`src/rtl/aesl_deadlock_monitor_gen.sv`:
```
`timescale 1ns/1ps
// aesl_deadlock_monitor_gen
// Region-wide deadlock monitor for the co-simulation harness. It registers the
// raw block condition exactly like the per-instance monitors, and adds a
// persistence filter of THRESH cycles, a sticky deadlock flag, capture of the
// first offending stream, and a saturating stall-duration counter.
module aesl_deadlock_monitor_gen #(
  parameter int NUM_AXIS = 2,
  parameter int NUM_INST = 5,
  parameter int NUM_BLK  = 1,
  parameter int THRESH   = 16,
  parameter int CNT_W    = 16
) (
  input  logic                          clock,
  input  logic                          reset,
  input  logic                          enable,
  input  logic [NUM_AXIS-1:0]           axis_mask,
  input  logic [NUM_AXIS-1:0]           axis_block_sigs,
  input  logic [NUM_INST-1:0]           inst_idle_sigs,
  input  logic [NUM_BLK-1:0]            inst_block_sigs,
  input  logic                          clear,
  output logic                          block,
  output logic                          deadlock,
  output logic [$clog2(NUM_AXIS+1)-1:0] first_idx,
  output logic [CNT_W-1:0]              stall_cycles
);

  localparam int IDX_W = $clog2(NUM_AXIS + 1);
  localparam int THR_W = $clog2(THRESH + 1);

  localparam logic [1:0] ST_IDLE     = 2'd0;
  localparam logic [1:0] ST_SUSPECT  = 2'd1;
  localparam logic [1:0] ST_DEADLOCK = 2'd2;

  // Count value at which one more blocked cycle completes the filter window.
  localparam logic [THR_W-1:0] CNT_LAST  = THR_W'(THRESH - 1);
  localparam logic [THR_W-1:0] CNT_ONE   = THR_W'(1);
  localparam logic [CNT_W-1:0] STALL_MAX = {CNT_W{1'b1}};
  localparam logic [IDX_W-1:0] IDX_INST  = IDX_W'(NUM_AXIS);

  logic                all_idle;
  logic [NUM_AXIS-1:0] axis_hits;
  logic                raw;
  logic                armed_raw;
  logic [IDX_W-1:0]    hit_idx;

  logic                block_q, block_d;
  logic [1:0]          state_q, state_d;
  logic [THR_W-1:0]    cnt_q, cnt_d;
  logic [IDX_W-1:0]    first_idx_q, first_idx_d;
  logic [CNT_W-1:0]    stall_q, stall_d;

  // Raw block condition: something is blocked and the region is not fully idle.
  always_comb begin
    all_idle  = &inst_idle_sigs;
    axis_hits = axis_block_sigs & axis_mask;
    raw       = ~all_idle & ((|axis_hits) | (|inst_block_sigs));
    armed_raw = enable & raw;
    block_d   = raw;
  end

  // Lowest-index enabled blocked stream; NUM_AXIS means only instances blocked.
  always_comb begin
    hit_idx = IDX_INST;
    for (int i = NUM_AXIS - 1; i >= 0; i--) begin
      if (axis_hits[i]) begin
        hit_idx = IDX_W'(i);
      end
    end
  end

  // Persistence filter, sticky deadlock, offender capture and stall counting.
  always_comb begin
    state_d     = state_q;
    cnt_d       = cnt_q;
    first_idx_d = first_idx_q;
    stall_d     = stall_q;
    if (clear) begin
      state_d     = ST_IDLE;
      cnt_d       = '0;
      first_idx_d = '0;
      stall_d     = '0;
    end else begin
      case (state_q)
        ST_IDLE: begin
          if (armed_raw) begin
            first_idx_d = hit_idx;
            cnt_d       = CNT_ONE;
            state_d     = (THRESH == 1) ? ST_DEADLOCK : ST_SUSPECT;
          end
        end
        ST_SUSPECT: begin
          if (!armed_raw) begin
            state_d = ST_IDLE;
            cnt_d   = '0;
          end else if (cnt_q == CNT_LAST) begin
            state_d = ST_DEADLOCK;
            cnt_d   = cnt_q + CNT_ONE;
          end else begin
            cnt_d = cnt_q + CNT_ONE;
          end
        end
        ST_DEADLOCK: begin
          if (stall_q != STALL_MAX) begin
            stall_d = stall_q + 1'b1;
          end
        end
        default: begin
          state_d = ST_IDLE;
          cnt_d   = '0;
        end
      endcase
    end
  end

  // State registers with asynchronous active-low reset.
  always_ff @(posedge clock or negedge reset) begin
    if (!reset) begin
      block_q     <= 1'b0;
      state_q     <= ST_IDLE;
      cnt_q       <= '0;
      first_idx_q <= '0;
      stall_q     <= '0;
    end else begin
      block_q     <= block_d;
      state_q     <= state_d;
      cnt_q       <= cnt_d;
      first_idx_q <= first_idx_d;
      stall_q     <= stall_d;
    end
  end

  assign block        = block_q;
  assign deadlock     = (state_q == ST_DEADLOCK);
  assign first_idx    = first_idx_q;
  assign stall_cycles = stall_q;

endmodule

```
`config.mk`:
```
export PLATFORM = sky130hd
export DESIGN_NAME = aesl_deadlock_monitor_gen
export DESIGN_NICKNAME = d
export VERILOG_FILES = /design/src/rtl/aesl_deadlock_monitor_gen.sv
export SDC_FILE = /design/constraint.sdc
export NUM_CORES = 1
export LEC_CHECK = 0
export BUFFER_PORTS_ARGS = -buffer_cell sky130_fd_sc_hd__buf_2
export CORE_MARGIN = 2
export CORE_UTILIZATION = 50
export CTS_CLUSTER_DIAMETER = 30
export CTS_CLUSTER_SIZE = 8
export DETAILED_ROUTE_END_ITERATION = 12
export GPL_ROUTABILITY_DRIVEN = 0
export GPL_TIMING_DRIVEN = 1
export MAX_ROUTING_LAYER = met4
export PLACE_DENSITY = 0.74
export SETUP_SLACK_MARGIN = 0.4
export SLEW_MARGIN = 20
export SYNTH_ARGS = -nofsm -noshare
export SYNTH_HDL_FRONTEND = slang
export SYNTH_SLANG_ARGS = --single-unit
export TNS_END_PERCENT = 20
```
`constraint.sdc`:
```
create_clock -name clock -period 2.21 [get_ports clock]
set_clock_uncertainty 0.2 [all_clocks]
set_input_delay 0.221 -clock clock [delete_from_list [all_inputs] [get_ports clock]]
set_output_delay 0.221 -clock clock [all_outputs]
set_load 0.01 [all_outputs]
```
* Word-level counts from Yosys, hierarchy flattened
Cells that the tools add are included.
** Storage, ports and cells
- Register bits after elaboration :: 26
- Input bits :: 14
- Output and inout port bits :: 20
** Operators by class
- Add/subtract/negate cells :: 2
- Equal/unequal tests :: 7
- Mux-type cells :: 17
- Bitwise operators :: 5
- Reduce and logical (&&, ||, !) cells :: 11
** Operator list (number)
- 2-to-1 mux 16 bit :: 3
- 2-to-1 mux 2 bit :: 9
- adder 16 x 1 -> 16 bit, second input constant :: 1
- inequality test 16 bit, second input constant :: 1
- 2-to-1 mux 5 bit :: 3
- one-hot mux 5 bit (3 select lines) :: 1
- nonzero test 2 bit :: 4
- one-hot mux 2 bit (3 select lines) :: 1
- AND reduction 2 bit :: 3
- adder 5 x 1 -> 5 bit, second input constant :: 1
- equality test 5 x 4 -> 1 bit, second input constant :: 1
- AND reduction 5 bit :: 1
- inequality test 4 bit, second input constant :: 1
- inequality test 3 bit, second input constant :: 1
- AND reduction 3 bit :: 1
- bitwise AND 1 bit :: 2
- bitwise AND 2 bit :: 1
- equality test 2 x 1 -> 1 bit, second input constant :: 1
- equality test 2 bit, second input constant :: 1
- zero test 2 bit :: 1
- inequality test 2 bit, second input constant :: 1
- OR reduction 2 bit :: 1
- NOT 1 bit :: 1
- bitwise OR 1 bit :: 1

* Logic depth before layout (Yosys ltp)
Gate-level depths: netlist (run 1).
- Depth after elaboration :: 8
- Gate-level depth with buffers :: 5
- Depth with buffers taken out :: 5

* Worst setup path before layout (run 1)
No wires, ideal clock.
- Kind :: flip-flop to flip-flop
- Start point :: reg stall_q[6] (netlist: stall_cycles[6])
- End point :: reg stall_q[13] (netlist: stall_cycles[13])
- Setup time :: 0.078 ns
- Arrival :: 1.663 ns
- Setup slack :: 0.269 ns
- Stages on the path, launching flop included :: 5
- Clock period less this slack :: 1.941 ns
- Cell sequence :: dfrtp_1 nand4_4 or3_4 or4_1 a21oi_1
** Between the ends
- Cells in the longest elaborated chain, start to end :: 4
- Elaborated cells between the ends (all ways) :: 7
- Classes of those cells :: add/sub: 1; eq/ne: 1; mux: 3; reduce/logical: 2
** RTL lines
- start: declaration :: line 51 : logic [CNT_W-1:0] stall_q, stall_d;
- start signal: assignment :: line 129 : stall_q <= stall_d;
- adder 16 x 1 -> 16 bit :: line 105 : stall_d = stall_q + 1'b1;
- 2-to-1 mux 16 bit :: line 104 : if (stall_q != STALL_MAX) begin
- 2-to-1 mux 16 bit :: line 84 : case (state_q)
- 2-to-1 mux 16 bit :: line 78 : if (clear) begin
Parallel ways exist; a longest one is shown, timed or not. The select of a mux whose other input is x is not followed.
A chain may end at the register's enable or synchronous reset.

* Worst setup path in the final report (run 1)
- Start point :: reg stall_q[1] (netlist: stall_cycles[1])
- End point :: reg stall_q[15] (netlist: stall_cycles[15])
Same word-level chain as after synthesis.

==> results of run 1 <==
==> cell families after synthesis <==
group / synth area share
multiplexers: 0.02956
XOR/XNOR: 0.01218
AND/OR/NAND/NOR: 0.2783
flip-flops: 0.4522
adder cells (fa/ha/maj): 0.02609
AO/OA/AOI/OAI: 0.1696
buffers and inverters: 0.03217
==> timing repair <==
action | CTS | global route
pin swaps | 10 | 1
setup endpoints to repair | 15 | 17
endpoints found under the hold margin | 28 | 0
hold buffers | 4 | 0
buffers inserted | 16 | 2
resized for setup | 3 | 6
==> state kept, by name, summed over array words and instances (netlist names) <==
| register | flops |
|---|---|
| stall_cycles | 16 |
| cnt_q | 5 |
| first_idx | 2 |
| state_q | 2 |
| block | 1 |
==> power by group <==
group	switching (uW)	internal, uW	total (uW)	leakage [uW]
Clock	139	101	240	0.0000210
Combinational	40.9	30.2	71.2	0.000512
Sequential	3.46	482	485	0.000351
Total	183	613	796	0.000884
==> metrics by stage <==
| step | area, um^2 | hold WS, ps |
|---|---|---|
| 4_1_cts | 1883 | 18.08 |
| 3_5_place_dp | 1672 | 44.21 |
| 6_report | 1931 | 41.77 |
| 2_1_floorplan | 1455 | -274.6 |
| 5_1_grt | 1931 | 37.93 |
| 3_3_place_gp | 1672 | 45.97 |
==> final cells by class <==
type | instances | area share
clock buffers | 4 | 0.01879
flip-flops and latches | 26 | 0.3396
repair buffers | 61 | 0.2016
inverters | 6 | 0.01167
multi-input cells | 108 | 0.4083
well taps | 31 | 0.02009
==> layout by cell type, fill, tap and decap left out, drive strengths merged, types with 6 or more instances in the layout <==
| master | instances |
|---|---|
| or4 | 9 |
| nand3 | 11 |
| buf | 57 |
| inv | 6 |
| a21oi | 13 |
| o31ai | 11 |
| dfrtp | 26 |
| nor2 | 6 |
| nand2b | 6 |
==> worst paths after layout <==
kind / end / start / cells after the start / slack, ps
worst max-delay path: stall_cycles[15]$_DFFE_PN0P_ / stall_cycles[1]$_DFFE_PN0P_ / 6 / 270
worst min-delay path: block$_DFF_PN0_ / inst_idle_sigs[2] / 3 / 40
worst max register to register: stall_cycles[15]$_DFFE_PN0P_ / stall_cycles[1]$_DFFE_PN0P_ / 6 / 270
worst min register to register: cnt_q[4]$_DFFE_PN0P_ / cnt_q[4]$_DFFE_PN0P_ / 2 / 320
max in group asynchronous: stall_cycles[9]$_DFFE_PN0P_ / reset / 2 / 1200
min in group asynchronous: stall_cycles[5]$_DFFE_PN0P_ / reset / 2 / 210
==> worst max-delay path, cell delays in order, from the launching register on <==
cell	delay [ps]
dfrtp_1	420
buf_4	140
and4_1	200
nand4_1	130
buf_6	180
or4_1	460
a21oi_1	150
==> layer usage <==
| layer | wire (um) | vias up |
|---|---|---|
| li1 | - | 681 |
| met1 | 1533 | 717 |
| met2 | 1979 | 59 |
| met3 | 212 | 15 |
| met4 | 125 | 0 |
| met5 | 0 | - |
==> flow_metrics.py, run 1 <==
metrics = {
    "power": {
        "peakVddDrop_v": 0.0004971,
        "p_total_uw": 796.1,
        "p_leak_uw": 0.0008836,
        "powerDensity_nw_per_um2": 412.3,
    },
    "route": {
        "vias_per_cell": 6.237,
        "drc_errors": 0,
        "wirelength_um": 3850,
        "dr.pass1.iters": 4,
        "drt_iter0_markers": 53,
        "antenna_left": 0,
        "wl_per_cell_um": 16.31,
        "num_vias": 1472,
    },
    "timing": {
        "setup_viol_count_final": 0,
        "fmax_mhz": 515.7,
        "rsz0062_at_grt": "yes",
        "post-route-period-util": 0.8774,
        "relSlewSlack": 0.6260,
        "fin_ws_ps": 270.9,
        "fin_setup_tns_ps": 0,
        "finalHoldViolations": 0,
        "worst_slew_pin_slew_ps": 561.0,
        "maxSlewViolCount": 0,
        "period_needed_ps": 1939,
    },
    "cells_and_area": {
        "final_nets": 223,
        "final_cells": 236,
        "seqCellArea_um2": 655.6,
        "n_fill_cell": 210,
        "post-route-util": 0.7062,
        "area_growth_pct": 34.17,
        "drive_gt1_frac": 0.3805,
        "multi_input_area_um2": 788.3,
        "antenna_cells": 0,
    },
    "logic_synthesis": {
        "syn_avg_cell_area_um2": 9.855,
        "yosysMostFrequentCell": "dfrtp_1",
        "syn_area_um2": 1439,
        "syn_inst": 146,
        "synth_area_leaders": "dfrtp_1, o31ai_1, or4_1",
        "synth_top_cell_area_share": 0.4522,
        "synth.distinct_cells": 41,
        "synth_ff_type": "dfrtp_1",
        "yosys.area.top_type": "dfrtp_1",
        "seq_area_frac_synth": 0.4522,
        "ys_async_sr_fraction": 1.000,
        "yosys_warnings": 0,
        "syn_nets": 163,
        "synth_common_cells": "dfrtp_1, a21oi_1, nand3_1, o31ai_1, or4_1",
        "synth-edff-count": 0,
        "synth_seq_cells": 26,
    },
    "global_routing": {
        "grt_pass1_wl_um": 6196,
        "grt_overflow_total": 0,
        "grt_pass1_vias": 1382,
        "grt_util_met3": 0.04464,
        "gr-usage-met2": 0.4302,
        "grt_use_met1": 0.2795,
        "track_usage": 0.2432,
        "grt_max_degree": 29,
        "antenna_found_initial": 0,
        "busiest_layer": "met2",
    },
    "setup_path": {
        "endpoint_kind": "flip-flop",
        "cp_max_fo": 9,
        "cp.required_ps": 2260,
        "start_kind": "flip-flop",
        "crit_type": "flip-flop to flip-flop",
        "crit_arrival_ps": 1990,
    },
    "floorplanning": {
        "fp.coreArea_um2": 2734,
        "row_count": 19,
        "die-area_um2": 3323,
        "die_w_um": 57.65,
        "dieHeight_um": 57.65,
        "start_util": 0.5263,
        "io_pins": 34,
    },
    "clock_network": {
        "cts_buffers": 3,
        "clkSlewWorstSetupHoldPaths_ps": 140,
        "cts-root-buf": "clkbuf_4",
        "cts_buffer_depth": 2,
        "cts_tree": "done",
        "clkSinkCount": 26,
        "cts_max_level": 1,
        "clkLatencyLatePin_ps": 320,
    },
    "placed_design": {
        "post-place-cells": 210,
        "port_buffers": 33,
        "dp_hpwl_um": 2301,
        "dp_slack_ps": 214.6,
    },
    "run_status": {
        "status": "completed",
    },
    "worst_hold_path": {
        "worstHoldPathType": "primary input to flip-flop",
    },
    "run": {
        "drv_cap": 0,
    },
}
No activity file was read; power rests on OpenSTA's default activity.
==> run 2, diff against run 1 <==
--- a/config.mk
+++ b/config.mk
@@ -7,14 +7,14 @@
 export LEC_CHECK = 0
 export BUFFER_PORTS_ARGS = -buffer_cell sky130_fd_sc_hd__buf_2
 export CORE_MARGIN = 2
-export CORE_UTILIZATION = 50
+export CORE_UTILIZATION = 47
 export CTS_CLUSTER_DIAMETER = 30
 export CTS_CLUSTER_SIZE = 8
 export DETAILED_ROUTE_END_ITERATION = 12
 export GPL_ROUTABILITY_DRIVEN = 0
 export GPL_TIMING_DRIVEN = 1
 export MAX_ROUTING_LAYER = met4
-export PLACE_DENSITY = 0.74
+export PLACE_DENSITY = 0.73
 export SETUP_SLACK_MARGIN = 0.4
 export SLEW_MARGIN = 20
 export SYNTH_ARGS = -nofsm -noshare
==> constraint.sdc (replaced) <==
create_clock -name clock -period 1.6 [get_ports clock]
set_clock_uncertainty 0.2 [all_clocks]
set_input_delay 0.16 -clock clock [delete_from_list [all_inputs] [get_ports clock]]
set_output_delay 0.16 -clock clock [all_outputs]
set_load 0.01 [all_outputs]
==> flow_metrics.py, run 2 (synthesized netlist as in run 1, its figures left out) <==
metrics = {
    "route": {
        "drt_iter0_markers": 67,
        "vias_per_cell": 5.933,
        "antenna_left": 0,
        "dr.pass1.iters": 6,
        "num_vias": 1596,
        "drc_errors": 0,
        "wirelength_um": 4850,
        "wl_per_cell_um": 18.03,
    },
    "cells_and_area": {
        "antenna_cells": 0,
        "final_cells": 269,
        "final_common_cell": "buf_4",
        "drive_gt1_frac": 0.5551,
        "largest_reg_flops": 16,
        "final_nets": 254,
        "area_growth_pct": 68.52,
        "final_cell_mix": "buf_4, buf_6, dfrtp_1, buf_2, nand3_1",
        "post-route-util": 0.8143,
        "design_area_um2": 2425,
    },
    "placed_design": {
        "port_buffers": 33,
        "dp_slack_ps": -298.4,
        "placed_cell_area_um2": 1928,
        "post-place-cells": 245,
        "dp_hpwl_um": 2760,
    },
    "floorplanning": {
        "fp.coreArea_um2": 2978,
        "io_pins": 34,
        "dieHeight_um": 59.33,
        "row_count": 20,
        "start_util": 0.4832,
        "die-area_um2": 3520,
        "die_w_um": 59.33,
    },
    "run": {
        "drv_cap": 0,
    },
    "setup_path": {
        "reg2regPathDepth": 6,
        "path_delay_family": "simple AND/OR/NAND/NOR gates",
        "crit_chain": "ha_4 -> nand4_1 -> nor4_2 -> buf_4 -> or4_4 -> a21oi_2",
        "cp.required_ps": 1660,
        "cp_num_buf_inv": 1,
        "cp_slowest_cell": "or4_4",
        "crit_type": "flip-flop to flip-flop",
        "r2r-end": "stall_cycles[7]$_DFFE_PN0P_",
        "slowest_delay_ps": 490,
        "start_kind": "flip-flop",
        "endpoint_kind": "flip-flop",
        "rrSetupSlack_ps": -350,
        "rr_startpoint": "stall_cycles[1]$_DFFE_PN0P_",
        "cp_max_fo": 6,
        "crit_arrival_ps": 2020,
    },
    "clock_network": {
        "clkSlewWorstSetupHoldPaths_ps": 140,
        "cts_buffers": 3,
        "cts-root-buf": "clkbuf_4",
        "cts_max_level": 1,
        "clkLatencyLatePin_ps": 330,
        "cts_tree": "done",
        "cts_buffer_depth": 2,
        "clkSinkCount": 26,
    },
    "worst_hold_path": {
        "worstHoldPathType": "primary input to flip-flop",
        "hold_depth": 2,
        "hold_path_startpoint": "clear",
        "worstHoldEndpoint": "stall_cycles[13]$_DFFE_PN0P_",
    },
    "timing": {
        "setup_viol_count_final": 18,
        "worst_slew_pin_slew_ps": 592.4,
        "fin_ws_ps": -353.3,
        "period_needed_ps": 1953,
        "post-route-period-util": 1.221,
        "relSlewSlack": 0.6051,
        "maxSlewViolCount": 0,
        "fin_setup_tns_ps": -4316,
        "rsz0062_at_grt": "yes",
        "finalHoldViolations": 0,
        "fmax_mhz": 512.0,
    },
    "global_routing": {
        "antenna_found_initial": 0,
        "grt_max_degree": 27,
        "track_usage": 0.2775,
        "grt_pass1_wl_um": 7072,
        "grt_overflow_total": 0,
        "grt_pass1_vias": 1556,
    },
    "power": {
        "p_leak_uw": 0.001084,
        "powerDensity_nw_per_um2": 449.4,
        "peakVddDrop_v": 0.0004211,
    },
    "run_status": {
        "violations": "setup timing",
        "status": "complete, but fails checks",
    },
}
-- run 2: where the power goes --
group | switching [uW] | internal (uW)
Sequential | 3.83 | 665
Clock | 198 | 97.7
Combinational | 69.6 | 55.8
Total | 271 | 819
-- run 2: layout make-up --
type                            count  area [um^2]
Timing Repair Buffer               92        757.0
Inverter                            6        22.52
Sequential cell                    26        655.6
Tap cell                           33        41.29
Fill cell                         195        553.0
Multi-Input combinational cell    108        922.1
Clock buffer                        4        26.28
-- run 2: worst max-delay path by stage --
| stage | startpoint | end | slack (ps) | cells past startpoint |
|---|---|---|---|---|
| 5_1_grt | stall_cycles[1]$_DFFE_PN0P_ | stall_cycles[0]$_DFFE_PN0P_ | -420 | 6 |
| 3_5_place_dp | stall_cycles[1]$_DFFE_PN0P_ | stall_cycles[0]$_DFFE_PN0P_ | -300 | 6 |
| 2_1_floorplan | stall_cycles[0]$_DFFE_PN0P_ | stall_cycles[8]$_DFFE_PN0P_ | -290 | 5 |
| 6_report | stall_cycles[1]$_DFFE_PN0P_ | stall_cycles[7]$_DFFE_PN0P_ | -350 | 6 |
| 4_1_cts | stall_cycles[0]$_DFFE_PN0P_ | stall_cycles[9]$_DFFE_PN0P_ | -250 | 6 |
| 3_3_place_gp | stall_cycles[1]$_DFFE_PN0P_ | stall_cycles[11]$_DFFE_PN0P_ | -210 | 6 |
-- run 2: through the flow --
stage / power [uW] / hold slack, ps
detailed placement: 779.7 / -1.900
global route: 1136 / 51.70
CTS: 1096 / 5.670
finish: 1090 / 41.03
global placement: 774.9 / -13.42
floorplan: 727.7 / -335.6
-- run 2: layer usage --
| metal | track usage | wire, um | vias up |
|---|---|---|---|
| li1 | - | - | 746 |
| met1 | 0.3170 | 1925 | 793 |
| met2 | 0.5008 | 2621 | 43 |
| met3 | 0.01965 | 136 | 14 |
| met4 | 0.1071 | 167 | 0 |
| met5 | - | 0 | - |
-- run 2: repair_timing --
action | in CTS | in global routing
setup endpoints to repair | 45 | 45
buffers inserted | 4 | 8
gates resized for setup | 34 | 31
pin swaps | 13 | 13
hold buffers | 8 | 0
endpoints found under the hold margin | 28 | 0
